`src/rtl/path_replay.sv`:
```
// rtl/path_replay.sv - collects a solver path burst into a LIFO and replays it start-to-target
//
// Purpose:
//   A maze solver emits its path target-first as a burst of in_valid cycles.
//   The block stacks the coordinates (up to 128), checks that consecutive
//   entries are unit steps and that the path runs (13,13) -> (1,1), then
//   replays the stack in reverse (start-to-target) over a valid/ready port
//   and pulses done with the burst summary.
//
// Ports:
//   clk, rst_n        rising-edge clock, asynchronous active-low reset
//   in_valid          solver coordinate strobe, a run of 1s is one burst
//   maze_not_valid    solver "no path" verdict, sampled with in_valid
//   in_x, in_y        path coordinate (4 bits each)
//   out_ready         downstream accepts the presented coordinate
//   out_valid         replay coordinate valid
//   out_x, out_y      replayed coordinate
//   out_last          final replayed coordinate
//   done              one-cycle pulse ending every burst
//   path_len          stored entry count, valid with done and held after
//   path_err          path check failed, valid with done and held after
//   no_path           solver reported no path, valid with done and held after
//   busy              high outside IDLE

module path_replay (
   input  logic       clk,
   input  logic       rst_n,
   input  logic       in_valid,
   input  logic       maze_not_valid,
   input  logic [3:0] in_x,
   input  logic [3:0] in_y,
   input  logic       out_ready,
   output logic       out_valid,
   output logic [3:0] out_x,
   output logic [3:0] out_y,
   output logic       out_last,
   output logic       done,
   output logic [7:0] path_len,
   output logic       path_err,
   output logic       no_path,
   output logic       busy
);

   typedef enum logic [1:0] {
      S_IDLE    = 2'd0,
      S_COLLECT = 2'd1,
      S_REPLAY  = 2'd2,
      S_REPORT  = 2'd3
   } state_t;

   localparam logic [7:0] TARGET_XY = 8'hDD;   // (13,13), first entry of a legal burst
   localparam logic [7:0] START_XY  = 8'h11;   // (1,1), last entry of a legal burst
   localparam logic [7:0] DEPTH     = 8'd128;

   state_t     state_q, state_d;
   logic [7:0] count_q, count_d;
   logic [6:0] rd_idx_q, rd_idx_d;
   logic       err_q, err_d;
   logic [7:0] first_q, first_d;       // entry 0, kept for the end-of-burst check
   logic [7:0] prev_q, prev_d;         // most recently stored entry
   logic [7:0] path_len_q, path_len_d;
   logic       path_err_q, path_err_d;
   logic       no_path_q, no_path_d;

   logic [7:0] mem [0:127];
   logic       wr_en;
   logic [6:0] wr_idx;
   logic [7:0] wr_data;
   logic [7:0] rd_data;

   // True when a and b are exactly one grid step apart (|dx|+|dy| == 1).
   function automatic logic is_step(input logic [7:0] a, input logic [7:0] b);
      logic [3:0] dx;
      logic [3:0] dy;
      logic [4:0] sum;
      dx  = (a[7:4] >= b[7:4]) ? (a[7:4] - b[7:4]) : (b[7:4] - a[7:4]);
      dy  = (a[3:0] >= b[3:0]) ? (a[3:0] - b[3:0]) : (b[3:0] - a[3:0]);
      sum = {1'b0, dx} + {1'b0, dy};
      return (sum == 5'd1);
   endfunction

   always_comb begin
      state_d    = state_q;
      count_d    = count_q;
      rd_idx_d   = rd_idx_q;
      err_d      = err_q;
      first_d    = first_q;
      prev_d     = prev_q;
      path_len_d = path_len_q;
      path_err_d = path_err_q;
      no_path_d  = no_path_q;
      wr_en      = 1'b0;
      wr_idx     = count_q[6:0];
      wr_data    = {in_x, in_y};

      case (state_q)
         S_IDLE: begin
            if (in_valid) begin
               if (maze_not_valid) begin
                  path_len_d = 8'd0;
                  path_err_d = 1'b0;
                  no_path_d  = 1'b1;
                  state_d    = S_REPORT;
               end else begin
                  wr_en   = 1'b1;
                  wr_idx  = 7'd0;
                  count_d = 8'd1;
                  first_d = wr_data;
                  prev_d  = wr_data;
                  err_d   = 1'b0;
                  state_d = S_COLLECT;
               end
            end
         end

         S_COLLECT: begin
            if (in_valid) begin
               if (maze_not_valid) begin
                  err_d = 1'b1;
               end
               if (count_q == DEPTH) begin
                  // Stack full: entry dropped, count saturates.
                  err_d = 1'b1;
               end else begin
                  wr_en   = 1'b1;
                  count_d = count_q + 8'd1;
                  prev_d  = wr_data;
                  if (!is_step(wr_data, prev_q)) begin
                     err_d = 1'b1;
                  end
               end
            end else begin
               if (first_q != TARGET_XY || prev_q != START_XY) begin
                  err_d = 1'b1;
               end
               // count is 1..128 here; the 7-bit truncation maps 128 to top index 127.
               rd_idx_d = 7'(count_q - 8'd1);
               state_d  = S_REPLAY;
            end
         end

         S_REPLAY: begin
            if (out_ready) begin
               if (rd_idx_q == 7'd0) begin
                  path_len_d = count_q;
                  path_err_d = err_q;
                  no_path_d  = 1'b0;
                  state_d    = S_REPORT;
               end else begin
                  rd_idx_d = rd_idx_q - 7'd1;
               end
            end
         end

         S_REPORT: begin
            count_d  = 8'd0;
            err_d    = 1'b0;
            rd_idx_d = 7'd0;
            state_d  = S_IDLE;
         end

         default: begin
            state_d = S_IDLE;
         end
      endcase
   end

   always_ff @(posedge clk or negedge rst_n) begin
      if (!rst_n) begin
         state_q    <= S_IDLE;
         count_q    <= 8'd0;
         rd_idx_q   <= 7'd0;
         err_q      <= 1'b0;
         first_q    <= 8'd0;
         prev_q     <= 8'd0;
         path_len_q <= 8'd0;
         path_err_q <= 1'b0;
         no_path_q  <= 1'b0;
      end else begin
         state_q    <= state_d;
         count_q    <= count_d;
         rd_idx_q   <= rd_idx_d;
         err_q      <= err_d;
         first_q    <= first_d;
         prev_q     <= prev_d;
         path_len_q <= path_len_d;
         path_err_q <= path_err_d;
         no_path_q  <= no_path_d;
      end
   end

   // Path storage carries no reset; only entries below count are ever read.
   always_ff @(posedge clk) begin
      if (wr_en) begin
         mem[wr_idx] <= wr_data;
      end
   end

   assign rd_data = mem[rd_idx_q];

   // Replay outputs are decoded from the registered state and index, so they
   // are stable across stalls and drop to zero as soon as reset asserts.
   always_comb begin
      out_valid = (state_q == S_REPLAY);
      out_x     = out_valid ? rd_data[7:4] : 4'd0;
      out_y     = out_valid ? rd_data[3:0] : 4'd0;
      out_last  = out_valid && (rd_idx_q == 7'd0);
      done      = (state_q == S_REPORT);
      busy      = (state_q != S_IDLE);
      path_len  = path_len_q;
      path_err  = path_err_q;
      no_path   = no_path_q;
   end

endmodule

```
`config.mk`:
```
export PLATFORM = sky130hd
export DESIGN_NAME = path_replay
export DESIGN_NICKNAME = d
export VERILOG_FILES = /design/src/rtl/path_replay.sv
export SDC_FILE = /design/constraint.sdc
export NUM_CORES = 1
export LEC_CHECK = 0
export CAP_MARGIN = 10
export CORE_ASPECT_RATIO = 1.5
export CORE_MARGIN = 2
export CORE_UTILIZATION = 60
export CTS_CLUSTER_SIZE = 20
export DETAILED_ROUTE_END_ITERATION = 6
export PLACE_DENSITY = 0.81
export SYNTH_ARGS = -nofsm -noshare
export SYNTH_HDL_FRONTEND = slang
export SYNTH_SLANG_ARGS = --single-unit
```
`constraint.sdc`:
```
create_clock -name clk -period 4.1 [get_ports clk]
set_input_delay 0.82 -clock clk [delete_from_list [all_inputs] [get_ports clk]]
set_output_delay 0.82 -clock clk [all_outputs]
set_load 0.005 [all_outputs]
```
==> flow_summary.toml, run 1 <==
[cts]
clkTransAtPathRegs_ns = 0.07
cts_root_buf = "clkbuf_16"
cts_hold_buf = 0
htreeDepth = 3
numCtsBuffers = 92
cts.sinks = 1068
clockBufferDepth = 3
clk_latency_ns = 0.69
cts_tree = "yes"

[logic_synthesis]
synthesis.nets = 2417
ys_ff_latch = 1068
seq_area_frac_synth_pct = 73.7
synthCells = 2374
synth_area_leaders = "edfxtp_1, mux4_2, mux2i_1, dfrtp_1, nand2_1"
yosysWarningCount = 0
avgSynthCellArea_um2 = 18.2
synthMuxAreaShare_pct = 14.6
async_reset_ff_share_pct = 4.12
synth_cell_type_count = 65
synth_top_family_by_area = "multiplexers"
synthAdderAreaFrac_pct = 0.955
synth_simple_gate_area_share_pct = 4.42
yosys.area.top_type = "edfxtp_1"
synth_top_area_share_pct = 71.1
ys.flop_type = "edfxtp_1"
netlist_area_um2 = 43200
synthXorXnorAreaFrac_pct = 0.182
synth_compound_area_share_pct = 3.99
synth_edf_count = 1024

[setup_path]
rr_startpoint = "prev_q[0]"
worstRegToRegCells = 13
end_kind = "output pin"
cp-start-kind = "flop"
worstReg2RegEnd = "err_q"
required_ns = 3.28
critPathKind = "flop to output pin"
endpoint = "out_y[0]"
arrival_ns = 3.35
r2r_slack_ns = 0.34
worst-path-max-fanout = 7
startpoint = "rd_idx_q[0]"

[final_layout]
nFillCells = 4037
syn_to_final_growth_pct = 15.1
final_area_um2 = 49800
nets = 2673
drive_gt1_share_pct = 25.8

[sta]
clock.fmax_mhz = 240
finalMaxSlewViolations = 0
rsz0062_at_grt = "true"
worst_slew_pin_slew_ns = 1.03
final-setup-viol-count = 7
period_minus_slack_ns = 4.17
fin_skew_ns = 0.0267
fin_crit_sh_pct = 102
hold_violations = 0
slew-limit-headroom_pct = 31.1
fin_hold_ws_ns = 0.234
tns_ns = -0.325
setup_slack_ns = -0.0715

[global_route]
grt_start_max_net_pins = 89
grtUsageTotal_pct = 31.3
grt.overflow.total = 0
grt_pass1_vias = 25100
use_met3_pct = 6.31
antenna_found_initial = 4
busiest_layer = "met2"
grt_use_met2_pct = 52.0
globalRouteMet1Util_pct = 37.3
grt_pass1_wl_mm = 167

[route]
drt_pass1_iterations = 7
viasPerCell = 6.80
dr.first_iter.drc_count = 3531
vias = 24600
ant_nets = 0
finalWirelength_mm = 115
drc = 0
wl_per_cell_um = 31.6

[power]
p_leak_nw = 16.7
peakVddDrop_v = 0.000691
cellPowerDensity_nw_per_um2 = 653

[placed_design]
port_buffers = 34
placed_cell_area_um2 = 45600
hpwl_mm = 67.5
routabilityCongestion = 0.913

[job]
maxCapViolCount = 0

[status]
status = "finished with violations"
violations = "negative setup slack"

[worst_hold_path]
hold_path_class = "input pin to async pin"

[floorplanning]
fp-row-count = 120
die_area_um2 = 74300
die_y_um = 333
start_util_pct = 60.6
core_area_um2 = 71300
die_w_um = 223
ios = 35
## cell usage after synthesis (all sizes together), types with 23 or more instances
cell type  instances
nand3             25
nor2             150
mux4             189
ha                25
inv               32
dfrtp             44
o21ai             55
clkbuf            53
a21oi             56
mux2              23
a22oi             41
buf               75
edfxtp          1024
nand2            213
mux2i            179
## how the worst min path moves through the flow
| stage | start | endpoint | slack [ns] | cells past startpoint |
|---|---|---|---|---|
| 2_1_floorplan | first_q[0] | first_q[0] | 0.44 | 2 |
| 3_3_place_gp | first_q[6] | first_q[6] | 0.47 | 2 |
| 3_5_place_dp | first_q[6] | first_q[6] | 0.47 | 2 |
| 4_1_cts | rst_n | rd_idx_q[6] | 0.26 | 2 |
| 5_1_grt | rst_n | rd_idx_q[6] | 0.28 | 2 |
| 6_report | rst_n | rd_idx_q[6] | 0.23 | 2 |
## where the power goes
| part | switching, W | internal [W] |
|---|---|---|
| Clock | 0.00392 | 0.00484 |
| Combinational | 0.00637 | 0.00498 |
| Sequential | 0.000237 | 0.0121 |
## routing by layer
layer	wire, um	up-vias
met2	57000	1814
li1	-	9961
met5	14	-
met3	11800	440
met1	37000	12400
met4	8810	2
## flip-flops by register name (all words and copies together), names as in the netlist
register  cells
prev_q        8
path_len      8
rd_idx_q      7
path_err      1
count_q       8
first_q       8
no_path       1
mem        1024
state_q       2
err_q         1
## cells in the final DEF, fill, tap and decap left out, types with 17 or more instances in the layout
cell,count
inv_1,31
clkinv_1,25
clkdlybuf4s50_1,17
mux4_2,189
ha_1,25
clkinv_2,19
nor2_1,145
buf_12,18
nand3_1,24
clkbuf_16,99
edfxtp_1,1024
nor3_1,17
a22oi_1,32
dfrtp_1,42
o21ai_1,21
mux2_2,22
o21ai_0,27
buf_4,211
mux2i_1,169
nand2_1,200
a21oi_1,50
## worst max-delay path: stages, from the launching register on
cell and delay, ns:
dfrtp_4 0.50, buf_12 0.17, buf_16 0.16, buf_12 0.13, buf_6 0.11, mux4_2 0.46, mux4_2 0.57, o22ai_4 0.24
a22oi_2 0.15, buf_2 0.16
## cell families after synthesis
| kind of cell | count (synthesis) |
|---|---|
| simple gates | 455 |
| buf+inv | 160 |
| xor+xnor | 9 |
| fa+ha+maj | 30 |
| mux | 391 |
| flops | 1068 |
| compound gates | 261 |
## repair_timing
action / 4_1_cts / 5_1_grt
gates resized for setup: 121 / 33
endpoints found under the setup margin: 8 / 8
pin swaps: 25 / 24
cloned: 8 / 3
setup buffers: 31 / 23
## layout make-up
type | instances | area (um^2) | area share [%]
diodes | 3 | 7.51 | 0.0151
repair buffers | 290 | 2840 | 5.70
clock buffers | 105 | 2440 | 4.89
clock inverters | 62 | 558 | 1.12
flip-flops and latches | 1068 | 31900 | 64.0
inverters | 32 | 121 | 0.244
well taps | 915 | 1140 | 2.30
multi-input cells | 1146 | 10800 | 21.7
## per-stage QoR
stage	total power (W)	util, %	worst slack [ns]	std cells
after CTS	0.0319	69.3	-0.0816	3593
after floorplan	0.0188	-	0.0452	2374
after global routing	0.0333	69.8	-0.0782	3620
after global placement	0.0219	63.9	-0.180	3391
after detailed placement	0.0221	63.9	-0.266	3391
final	0.0325	69.8	-0.0715	3621
Note: power is estimated with default switching activity, not from simulation.
==> run 2, diff against run 1 <==
--- a/config.mk
+++ b/config.mk
@@ -9,6 +9,8 @@
 export CORE_ASPECT_RATIO = 1.5
 export CORE_MARGIN = 2
 export CORE_UTILIZATION = 60
+export CTS_BUF_LIST = sky130_fd_sc_hd__clkbuf_4
+export CTS_CLUSTER_DIAMETER = 150
 export CTS_CLUSTER_SIZE = 20
 export DETAILED_ROUTE_END_ITERATION = 6
 export PLACE_DENSITY = 0.81
==> run 2 against run 1 <==
The flow still finishes with violations (negative setup slack); flip-flop and latch count unchanged; setup slack got worse by 0.28 ns; first-iteration DRC count is 17% lower; critical endpoint is now out_y[1]; highest routed layer is now met4; largest power group unchanged.
==> flow_summary.toml, run 2 (synthesis gave the netlist of run 1 again) <==
[cts]
numCtsBuffers = 59
cts_root_buf = "clkbuf_4"
clkTransAtPathRegs_ns = 0.22
cts_tree = "yes"
htreeDepth = 2
cts.sinks = 1068
clk_latency_ns = 1.01
clockBufferDepth = 3

[final_layout]
final_common_cell = "edfxtp_1"
drive_gt1_share_pct = 25.1
nets = 2647
final_area_um2 = 47700
final_cell_mix = "edfxtp_1, buf_4, nand2_1, mux4_2, mux2i_1"
postLayoutCoreUtil_pct = 66.8
largest_register_ffs = 1024
largest_register = "mem"
syn_to_final_growth_pct = 10.2
nFillCells = 4350

[global_route]
antenna_found_initial = 5
grt_start_max_net_pins = 89
grt.overflow.total = 0
grt_pass1_wl_mm = 156
grt_pass1_vias = 24000
grtUsageTotal_pct = 29.0

[placed_design]
port_buffers = 34
hpwl_mm = 67.5
routabilityCongestion = 0.913
placed_cell_area_um2 = 45600

[route]
ant_nets = 0
dr.first_iter.drc_count = 2931
viasPerCell = 6.68
drc = 0
vias = 23600
drt_pass1_iterations = 6
finalWirelength_mm = 106
wl_per_cell_um = 30.0

[power]
clkPwrFrac_pct = 13.6
peakVddDrop_v = 0.000454
cellPowerDensity_nw_per_um2 = 579
pwr-share-comb_pct = 41.6
swShare_pct = 34.3
p_seq_share_pct = 44.8
switchingPower_w = 0.00946
p_leak_nw = 15.7
internal-power_w = 0.0181

[setup_path]
rr_startpoint = "prev_q[0]"
worstReg2RegEnd = "err_q"
slowest_delay_ns = 0.49
startpoint = "rd_idx_q[0]"
critPathKind = "flop to output pin"
r2r_slack_ns = 0.36
worst-path-max-fanout = 10
worstRegToRegCells = 13
cp-start-kind = "flop"
end_kind = "output pin"
cp_cell_sequence = "buf_12 > buf_16 > buf_12 > clkbuf_16 > mux2_2 > o22ai_1 > a21oi_1 > a31oi_1 > a32o_2 > a22oi_2 > buf_2"
cp_slowest_cell = "dfrtp_4"
crit_top_cell = "buf_12"
arrival_ns = 3.63
required_ns = 3.28

[sta]
worst_slew_pin_slew_ns = 1.02
tns_ns = -2.55
final-setup-viol-count = 8
slew-limit-headroom_pct = 32.3
fin_skew_ns = 0.0567
period_minus_slack_ns = 4.45
finalMaxSlewViolations = 0
clock.fmax_mhz = 225
setup_slack_ns = -0.352
rsz0062_at_grt = "true"
fin_crit_sh_pct = 109
hold_violations = 0

[floorplanning]
die_area_um2 = 74300
core_area_um2 = 71300
die_y_um = 333
start_util_pct = 60.6
ios = 35
fp-row-count = 120
die_w_um = 223

[worst_hold_path]
whs_path_depth = 3
hold-path-endpoint = "first_q[4]"
hold_start = "in_x[0]"
hold_path_class = "input pin to flop"

[status]
violations = "negative setup slack"
status = "finished with violations"

[job]
maxCapViolCount = 0
## run 2: worst max path at each step
stage / endpoint / slack, ns / cells past startpoint
final: out_y[1] / -0.35 / 11
after global routing: out_y[2] / -0.46 / 12
after CTS: out_y[1] / -0.44 / 9
after detailed placement: err_q / -0.27 / 15
after global placement: err_q / -0.18 / 15
after floorplan: err_q / 0.05 / 14
## run 2: repair_timing
item                       4_1_cts  5_1_grt
hold buffers                     1        0
gates resized for setup        148       32
setup buffers                   35       24
hold endpoints to repair        44        0
cloned                          12        3
setup endpoints to repair        9        9
pin swaps                       27       35
## run 2: per-layer routing
layer  routed length, um  GRT usage, %
met3                9680          4.28
met4                6890          16.1
met1               35600          35.9
met2               54100          49.4
met5                   0             0
## run 2: power by group through the flow
stage / sequential [W] / clock, W / combinational, W
final: 0.0124 / 0.00377 / 0.0115
after global routing: 0.0124 / 0.00411 / 0.0120
after CTS: 0.0123 / 0.00379 / 0.0110
after detailed placement: 0.0126 / 0 / 0.00947
after global placement: 0.0126 / 0 / 0.00929
after floorplan: 0.0125 / 0 / 0.00639
## run 2: cell type report
class	count	area [um^2]	share of cell area, %
sequential	1068	31900	66.8
multi-input combinational	1146	10900	22.9
timing repair buffer	297	3050	6.40
inverter	32	125	0.263
antenna	7	17.5	0.0368
clock buffer	72	541	1.13
clock inverter	1	16.3	0.0341
tap	915	1140	2.40
## run 2: worst max-delay path: cells and delay by family (launching register included)
| family | cells | cell delay (ns) |
|---|---|---|
| buffers and inverters | 5 | 0.82 |
| DFF | 1 | 0.49 |
| muxes | 1 | 0.33 |
| AOI/OAI and AO/OA | 5 | 0.98 |
## run 2: through the flow
stage	hold slack [ns]	setup WS, ns	std cells	power [W]
after global placement	0.468	-0.180	3391	0.0219
after global routing	0.0429	-0.458	3538	0.0284
after detailed placement	0.469	-0.266	3391	0.0221
final	0.112	-0.352	3538	0.0276
after CTS	0.0358	-0.445	3507	0.0271
after floorplan	0.442	0.0452	2374	0.0188
